**src/rtl/profibus_uart_pkg.sv**
```systemverilog
// Shared PROFIBUS UART definitions: receiver states, character geometry, parity sense.
// Used by the RX deserializer and intended for the TX serializer as well.
package profibus_uart_pkg;

   typedef enum logic [2:0] {
      ST_IDLE,
      ST_START,
      ST_DATA,
      ST_PARITY,
      ST_STOP
   } rx_state_t;

   localparam int   UART_DATA_BITS = 8;
   localparam int   UART_CHAR_BITS = 11;
   localparam logic PARITY_EVEN    = 1'b0;

   // True when data plus parity bit do not add up to the configured parity sense.
   function automatic logic parity_mismatch(input logic [UART_DATA_BITS-1:0] data,
                                            input logic                      par);
      return ((^data) ^ par) != PARITY_EVEN;
   endfunction

endpackage

```
**src/rtl/uart_rx_bit_timer.sv**
```systemverilog
// Bit-period timer: loads half a bit on start, then ticks once per bit while run is high.
// Latency: tick on the nominal sample cycle (one cycle later, with a 2-of-3 vote, under PROFIBUS_UART_RX_MAJORITY_EN).
module uart_rx_bit_timer #(
   parameter int CLKS_PER_BIT = 16
) (
   input  logic clk,
   input  logic rst,
   input  logic start,
   input  logic run,
   input  logic rx,
   output logic tick,
   output logic sample
);

   localparam int            CW        = (CLKS_PER_BIT > 1) ? $clog2(CLKS_PER_BIT) : 1;
   localparam logic [CW-1:0] LOAD_HALF = CW'(CLKS_PER_BIT / 2 - 1);
   localparam logic [CW-1:0] LOAD_BIT  = CW'(CLKS_PER_BIT - 1);

   logic [CW-1:0] cnt;
   logic          at_point;

   assign at_point = run && (cnt == '0);

   // Down-counter reaching zero marks a sample point, then reloads a full bit.
   always_ff @(posedge clk) begin
      if (rst) begin
         cnt <= '0;
      end else if (start) begin
         cnt <= LOAD_HALF;
      end else if (run) begin
         if (at_point) begin
            cnt <= LOAD_BIT;
         end else begin
            cnt <= cnt - 1'b1;
         end
      end else begin
         cnt <= '0;
      end
   end

`ifdef PROFIBUS_UART_RX_MAJORITY_EN
   logic [1:0] hist;
   logic       at_point_q;

   // hist[1] = rx at s-1, hist[0] = rx at s; current rx is s+1 when at_point_q fires.
   always_ff @(posedge clk) begin
      if (rst) begin
         hist       <= 2'b11;
         at_point_q <= 1'b0;
      end else begin
         hist       <= {hist[0], rx};
         at_point_q <= at_point;
      end
   end

   assign tick   = at_point_q;
   assign sample = (hist[1] & hist[0]) | (hist[1] & rx) | (hist[0] & rx);
`else
   assign tick   = at_point;
   assign sample = rx;
`endif

endmodule

```
**src/rtl/profibus_uart_rx.sv**
```systemverilog
// PROFIBUS UART receive deserializer: 11-bit characters (start, 8 data LSB first, even parity, stop).
// Latency T0 -> rx_valid: HALF+10*CLKS_PER_BIT+1 (+1 with PROFIBUS_UART_RX_MAJORITY_EN). No backpressure: rx_valid is a strobe.
module profibus_uart_rx
   import profibus_uart_pkg::*;
#(
   parameter int CLKS_PER_BIT = 16
) (
   input  logic       clk,
   input  logic       rst,
   input  logic       rx,
   input  logic       rx_falling,
   output logic [7:0] rx_data,
   output logic       rx_valid,
   output logic       rx_parity_err,
   output logic       rx_frame_err,
   output logic       busy
);

   rx_state_t                 state;
   rx_state_t                 state_nxt;
   logic                      tick;
   logic                      bit_val;
   logic                      timer_start;
   logic                      shift_en;
   logic                      par_load;
   logic                      done;
   logic [UART_DATA_BITS-1:0] shreg;
   logic [2:0]                idx;
   logic                      par_err;

   assign busy = (state != ST_IDLE);

   uart_rx_bit_timer #(
      .CLKS_PER_BIT(CLKS_PER_BIT)
   ) u_timer (
      .clk    (clk),
      .rst    (rst),
      .start  (timer_start),
      .run    (busy),
      .rx     (rx),
      .tick   (tick),
      .sample (bit_val)
   );

   always_ff @(posedge clk) begin
      if (rst) begin
         state <= ST_IDLE;
      end else begin
         state <= state_nxt;
      end
   end

   always_comb begin
      state_nxt   = state;
      timer_start = 1'b0;
      shift_en    = 1'b0;
      par_load    = 1'b0;
      done        = 1'b0;
      case (state)
         ST_IDLE: begin
            if (rx_falling) begin
               timer_start = 1'b1;
               state_nxt   = ST_START;
            end
         end
         ST_START: begin
            // A high start sample is a glitch: drop back silently.
            if (tick) begin
               state_nxt = bit_val ? ST_IDLE : ST_DATA;
            end
         end
         ST_DATA: begin
            if (tick) begin
               shift_en = 1'b1;
               if (idx == 3'(UART_DATA_BITS - 1)) begin
                  state_nxt = ST_PARITY;
               end
            end
         end
         ST_PARITY: begin
            if (tick) begin
               par_load  = 1'b1;
               state_nxt = ST_STOP;
            end
         end
         ST_STOP: begin
            // Back to IDLE right after the stop sample so an early next start edge is caught.
            if (tick) begin
               done      = 1'b1;
               state_nxt = ST_IDLE;
            end
         end
         default: begin
            state_nxt = ST_IDLE;
         end
      endcase
   end

   always_ff @(posedge clk) begin
      if (rst) begin
         shreg         <= '0;
         idx           <= '0;
         par_err       <= 1'b0;
         rx_data       <= '0;
         rx_valid      <= 1'b0;
         rx_parity_err <= 1'b0;
         rx_frame_err  <= 1'b0;
      end else begin
         rx_valid <= done;
         if (timer_start) begin
            idx <= '0;
         end else if (shift_en) begin
            shreg <= {bit_val, shreg[UART_DATA_BITS-1:1]};
            idx   <= idx + 3'd1;
         end
         if (par_load) begin
            par_err <= parity_mismatch(shreg, bit_val);
         end
         if (done) begin
            rx_data       <= shreg;
            rx_parity_err <= par_err;
            rx_frame_err  <= ~bit_val;
         end
      end
   end

endmodule

```
**config.mk**
```make
export PLATFORM = sky130hd
export DESIGN_NAME = profibus_uart_rx
export DESIGN_NICKNAME = d
export VERILOG_FILES = /design/src/rtl/profibus_uart_pkg.sv /design/src/rtl/uart_rx_bit_timer.sv /design/src/rtl/profibus_uart_rx.sv
export SDC_FILE = /design/constraint.sdc
export NUM_CORES = 1
export LEC_CHECK = 0
export ABC_AREA = 0
export CORE_MARGIN = 5
export CORE_UTILIZATION = 43
export CTS_CLUSTER_DIAMETER = 60
export CTS_CLUSTER_SIZE = 10
export DETAILED_ROUTE_END_ITERATION = 10
export GPL_TIMING_DRIVEN = 0
export PLACE_DENSITY = 0.76
export REMOVE_ABC_BUFFERS = 1
export SYNTH_ARGS = -nofsm -noshare
export SYNTH_HDL_FRONTEND = slang
export SYNTH_HIERARCHICAL = 1
export SYNTH_SLANG_ARGS = --single-unit
```
**constraint.sdc**
```tcl
create_clock -name clk -period 2.1 [get_ports clk]
set_input_delay 0.315 -clock clk [delete_from_list [all_inputs] [get_ports clk]]
set_output_delay 0.315 -clock clk [all_outputs]
set_load 0.05 [all_outputs]
```
# Yosys cells after proc, flatten, opt, wreduce, memory -nomap -nowiden
# Cells that the tools add are included.
[classes] addsub=2 eq_ne=11 muxes=17 bitwise_logic=4 n_reduce_logical=9
[ops] operator="$mux W3" n=8
[ops] operator="$pmux W3 S5" n=1
[ops] operator="$ne A2 B2 Y1 const B" n=6
[ops] operator="$reduce_xor A8 Y1" n=1
[ops] operator="$eq A3 B2 Y1 const B" n=2
[ops] operator="$eq A3 B3 Y1 const B" n=2
[ops] operator="$mux W1" n=6
[ops] operator="$reduce_and A6 Y1" n=1
[ops] operator="$logic_not A4 Y1" n=1
[ops] operator="$mux W4" n=1
[ops] operator="$sub A4 B1 Y4 const B" n=1
[ops] operator="$add A3 B1 Y3 const B" n=1
[ops] operator="$eq A3 B1 Y1 const B" n=1
[ops] operator="$logic_not A3 Y1" n=1
[ops] operator="$not A1 Y1" n=3
[ops] operator="$reduce_bool A3 Y1" n=1
[ops] operator="$reduce_or A3 Y1" n=1
[ops] operator="$mux W2" n=1
[ops] operator="$reduce_and A2 Y1" n=1
[ops] operator="$reduce_or A2 Y1" n=1
[ops] operator="$logic_and A1 B1 Y1" n=1
[ops] operator="$xor A1 B1 Y1" n=1
[word_totals] regBits=30 out_inout_bits=12

# Depth between registers and ports, before layout
[logic_depth] depth_word=5 depth_mapped=8 mapped_depth_nobuf=7

# Hierarchy
# The synthesis kept the hierarchy.
[by_module_without_submodules] module="profibus_uart_rx" n_inst=1 cells_per_inst=127 area_per_inst_um2=1066.0 seq_area_each_um2=520.5
[by_module_without_submodules] module="uart_rx_bit_timer" n_inst=1 cells_per_inst=23 area_per_inst_um2=210.2 seq_area_each_um2=80.1

# Worst setup path after synthesis
# OpenSTA, ideal clock, no wires.
[synth_timing] path_kind="reg2reg" start="register state[1]" end="register state[2]" setup_time_ns=0.070 arrival_time_ns=2.057 slack_ns=-0.028 stages_incl_launch_ff=7 path_cell_list="dfxtp_1 > buf_2 > or3_1 > and4bb_4 > buf_2 > or4b_1 > a21oi_1"
[synth_via] elab_chain_len=4
[synth_rtl] element="from (decl)" line="profibus_uart_rx.sv:19" text="rx_state_t state;"
[synth_rtl] element="from (signal assigned)" line="profibus_uart_rx.sv:49" text="state <= state_nxt;"
[synth_rtl] element="$reduce_bool A3 Y1 (*)" line="profibus_uart_rx.sv:31" text="assign busy = (state != ST_IDLE);"
[synth_rtl] element="net busy" line="profibus_uart_rx.sv:16" text="output logic busy"
[synth_rtl] element="$logic_and A1 B1 Y1 (*)" line="uart_rx_bit_timer.sv:22" text="assign at_point = run && (cnt == '0);"
[synth_rtl] element="net tick" line="profibus_uart_rx.sv:21" text="logic tick;"
[synth_rtl] element="$ne A2 B2 Y1 (no source line)"
[synth_rtl] element="$reduce_and A6 Y1 (no source line) (*)"
# The timed path passes the listed nets; every way through them passes the cells marked *.
# A chain may end at the register's enable or synchronous reset.

# Final worst setup path
[layout_timing] start="register state[0]" end="register shreg[5]"
[layout_via] elab_chain_len=5
[layout_rtl] element="$reduce_bool A3 Y1" line="profibus_uart_rx.sv:31"
[layout_rtl] element="$logic_and A1 B1 Y1" line="uart_rx_bit_timer.sv:22"
[layout_rtl] element="net tick" line="profibus_uart_rx.sv:21"
[layout_rtl] element="$mux W1" line="profibus_uart_rx.sv:73" text="if (tick) begin"
[layout_rtl] element="$mux W1" line="profibus_uart_rx.sv:59" text="case (state)"
[layout_rtl] element="$reduce_and A2 Y1 (no source line)"
[layout_rtl] element="to (signal assigned)" line="profibus_uart_rx.sv:113" text="shreg <= {bit_val, shreg[UART_DATA_BITS-1:1]};"
[layout_rtl] element="to (decl)" line="profibus_uart_rx.sv:27" text="logic [UART_DATA_BITS-1:0] shreg;"
# The timed path passes the listed nets, and every way through them passes these cells.

==> run summary <==
CLOCK TREE
----------------------------------------------------------------------------------------
Clock root cell                                                             sky130_fd_sc_hd__clkbuf_4
Clk pin slew, worst setup/hold paths                                             0.09 ns
Clock tree from TritonCTS                                                           done
Number of buffers created by CTS                                                       5
Deepest level of the CTS H-tree                                                        2
TritonCTS sink count                                                                  30
Maximum buffer depth of the clock tree                                                 2
Source-to-sink clock delay at the later pin of the worst-skew pair               0.33 ns

STA
----------------------------------------------------------------------------------------
Count of final hold-check violations                                                   0
Actual transition at the worst max-transition pin                               0.961 ns
Ratio of final minimum period to clock period                                      90.3%
RSZ-0062 raised after global routing                                               false
Peak clock frequency supported by timing                                         528 MHz
Aggregate negative setup slack                                                      0 ns
Final count of pins violating max slew                                                 0
Crit path time final                                                             1.90 ns
Clock tree skew after final layout                                             0.0118 ns
Remaining max-slew budget at the tightest pin                                      35.8%
Final number of setup-violating endpoints                                              0

ROUTING
----------------------------------------------------------------------------------------
Total vias in the final route                                                       1002
Number of nets with antenna violations after detailed routing                          0
Sum of routed wire length over all layers                                        2.41 mm
Avg Vias per Cell                                                                   5.09
Number of search-and-repair iterations in the first detailed-routing pass              4
Post-route DRC                                                                         0
Average wire per standard cell                                                   12.2 um
Number of DRC markers after the initial detailed-route iteration                      31

SYNTHESIS
----------------------------------------------------------------------------------------
Share of the synthesized area in the top cell type                                 47.1%
Top post-synthesis cells by area                                            sky130_fd_sc_hd__dfxtp_1, sky130_fd_sc_hd__nand2_1, sky130_fd_sc_hd__a21oi_1
Cell taking the most area after synthesis                                   sky130_fd_sc_hd__dfxtp_1
Dominant register cell in the synthesized netlist                           sky130_fd_sc_hd__dfxtp_1
Post-synthesis instance total                                                        150
Fraction of synthesis flops using an asynchronous set or reset pin                    0%
Post-synth EDFFs                                                                       0
Most numerous cell in the Yosys netlist                                     sky130_fd_sc_hd__nand2_1
Synthesized area per cell                                                      8.51 um^2
#FFs+latches synth                                                                    30
Register area share after synthesis                                                47.1%
Distinct cell type count after synthesis                                              31
Total standard cell area after synthesis                                       1280 um^2
Most instantiated cells after synthesis                                     sky130_fd_sc_hd__nand2_1, sky130_fd_sc_hd__dfxtp_1, sky130_fd_sc_hd__a21oi_1
Synth warn                                                                             6

DIE
----------------------------------------------------------------------------------------
Number of placed I/O pins                                                             16
Initial Utilization                                                                45.5%
Std cell rows                                                                         19
Die Span X                                                                       64.5 um
Core Box Area                                                                  2810 um^2
Die Y-Extent                                                                     64.5 um
DIE AREA                                                                       4160 um^2

POWER
----------------------------------------------------------------------------------------
Cell Pwr Density                                                             683 nW/um^2
Leakage Power                                                                0.000556 uW
Worst IR drop on VDD                                                            0.400 mV

JOB
----------------------------------------------------------------------------------------
Number of maximum-capacitance constraint violations                                    0

GLOBAL ROUTE
----------------------------------------------------------------------------------------
Initial antenna violation count                                                        0
Total GRT Usage                                                                    13.2%
Via count of the first global-routing pass                                           963
Overflow left after global routing                                                     0
Largest net degree at the start of global routing                                     30
First-pass GRT wire length                                                       4.24 mm

LAYOUT
----------------------------------------------------------------------------------------
Area occupied by multi-input gates                                              644 um^2
Core utilization of the finished layout                                            53.8%
Synth-to-Final Area Change                                                         18.2%
Fill cell instance count of the final layout                                         255
Nets@finish                                                                          173
Final instance count without filler cells                                            197
Share of post-route cells with drive strength above 1                              7.83%
Antenna cells                                                                          0
Seq. cell area                                                                  602 um^2

WORST SETUP PATH
----------------------------------------------------------------------------------------
Sequence of cells on the critical path                                      or3_1 > and4bb_4 > and3_1 > nand2_1 > a21oi_1
Arrival time worst endpoint                                                      2.13 ns
WS Path Type                                                                  reg -> reg
Delay-heaviest family, CP                                                   simple AND/OR/NAND/NOR gates
Combined buffer and inverter count along the critical path                             0
CP max FO                                                                             12
Data required, critical path                                                     2.33 ns
CP Launch Type                                                                 flip-flop
Critical path's slowest cell                                                sky130_fd_sc_hd__dfxtp_1
Maximum cell stage delay along the critical path                                 0.51 ns
CP Capture Type                                                                flip-flop

PLACEMENT
----------------------------------------------------------------------------------------
Placer congestion estimate                                                         0.772
Buffers on Ports                                                                      15
Placed wire-length estimate                                                      1.64 mm
Cell count after placement                                                           188

RUN STATUS
----------------------------------------------------------------------------------------
Run status                                                                  finished, final reports clean

HOLD PATH
----------------------------------------------------------------------------------------
Worst min-delay path class                                                    reg -> reg

logic make-up after synthesis:
| logic type | synth area share (%) |
|---|---|
| mux | 0.784 |
| flops | 47.1 |
| fa+ha+maj | 3.92 |
| buf+inv | 4.02 |
| compound gates | 12.2 |
| simple gates | 24.8 |
| xor+xnor | 7.25 |
where the power goes:
part	leakage [uW]	switching, uW	internal [uW]
clock network	0.0000353	188	162
logic	0.000278	52.1	38.2
registers	0.000243	11.3	579
total	0.000556	251	779
timing repair:
action | CTS | global route
pin swaps | 1 | 0
gates resized for setup | 4 | 3
endpoints found under the setup margin | 10 | 22
setup buffers | 0 | 1
hold buffers | 0 | 0
routing by layer:
| layer | vias to the layer above | wire length, um | global-route usage [%] |
|---|---|---|---|
| li1 | 528 | - | - |
| met3 | 6 | 128 | 5.70 |
| met1 | 447 | 1040 | 14.3 |
| met2 | 21 | 1200 | 22.7 |
| met4 | 0 | 48 | 5.54 |
| met5 | - | 0 | 0 |
stage by stage:
step / power (uW) / worst slack (ns) / hold slack (ns) / instance area [um^2]
2_1_floorplan: 661 / -0.317 / 0.384 / 1240
3_3_place_gp: 687 / -0.415 / 0.441 / 1430
3_5_place_dp: 692 / -0.715 / 0.448 / 1430
4_1_cts: 1040 / 0.0220 / 0.460 / 1500
5_1_grt: 1090 / 0.0179 / 0.489 / 1510
6_report: 1030 / 0.205 / 0.457 / 1510
cell type report:
class | count | area share [%]
clock buffer | 7 | 3.65
clock inverter | 1 | 0.332
inverter | 3 | 0.746
multi-input combinational | 109 | 42.7
sequential | 30 | 39.9
tap | 31 | 2.57
timing repair buffer | 16 | 10.1
state kept, by name, indices dropped and copies added, names as in the netlist:
| register | cells |
|---|---|
| rx_valid | 1 |
| shreg | 8 |
| u_timer/cnt | 4 |
| rx_frame_err | 1 |
| par_err | 1 |
| idx | 3 |
| rx_data | 8 |
| state | 3 |
| rx_parity_err | 1 |
tightest hold or removal path, stage by stage (launching register included):
cell and delay (ns):
sky130_fd_sc_hd__dfxtp_1 0.31, sky130_fd_sc_hd__nand2_1 0.05, sky130_fd_sc_hd__a21oi_1 0.05
layout by cell type, fill, tap and decap left out, types with 2 or more instances in the layout:
master and instances:
sky130_fd_sc_hd__inv_1 3, sky130_fd_sc_hd__a21oi_1 23, sky130_fd_sc_hd__nor2b_1 2, sky130_fd_sc_hd__xor2_1 4, sky130_fd_sc_hd__ha_1 4, sky130_fd_sc_hd__xnor2_1 4, sky130_fd_sc_hd__nand3b_1 2, sky130_fd_sc_hd__clkbuf_4 5
sky130_fd_sc_hd__nand2_1 40, sky130_fd_sc_hd__nor2_1 10, sky130_fd_sc_hd__nor3_1 3, sky130_fd_sc_hd__clkdlybuf4s50_1 14, sky130_fd_sc_hd__dfxtp_1 29
worst paths after layout:
check	from	to	slack [ns]	depth (start not counted)
hold / removal	rx_data[2]	rx_data[2]	0.46	2
setup / recovery	state[0]	shreg[5]	0.20	5
setup reg to reg	state[0]	shreg[5]	0.20	5
hold reg to reg	rx_data[2]	rx_data[2]	0.46	2
Power figures use the tool's default switching activity.
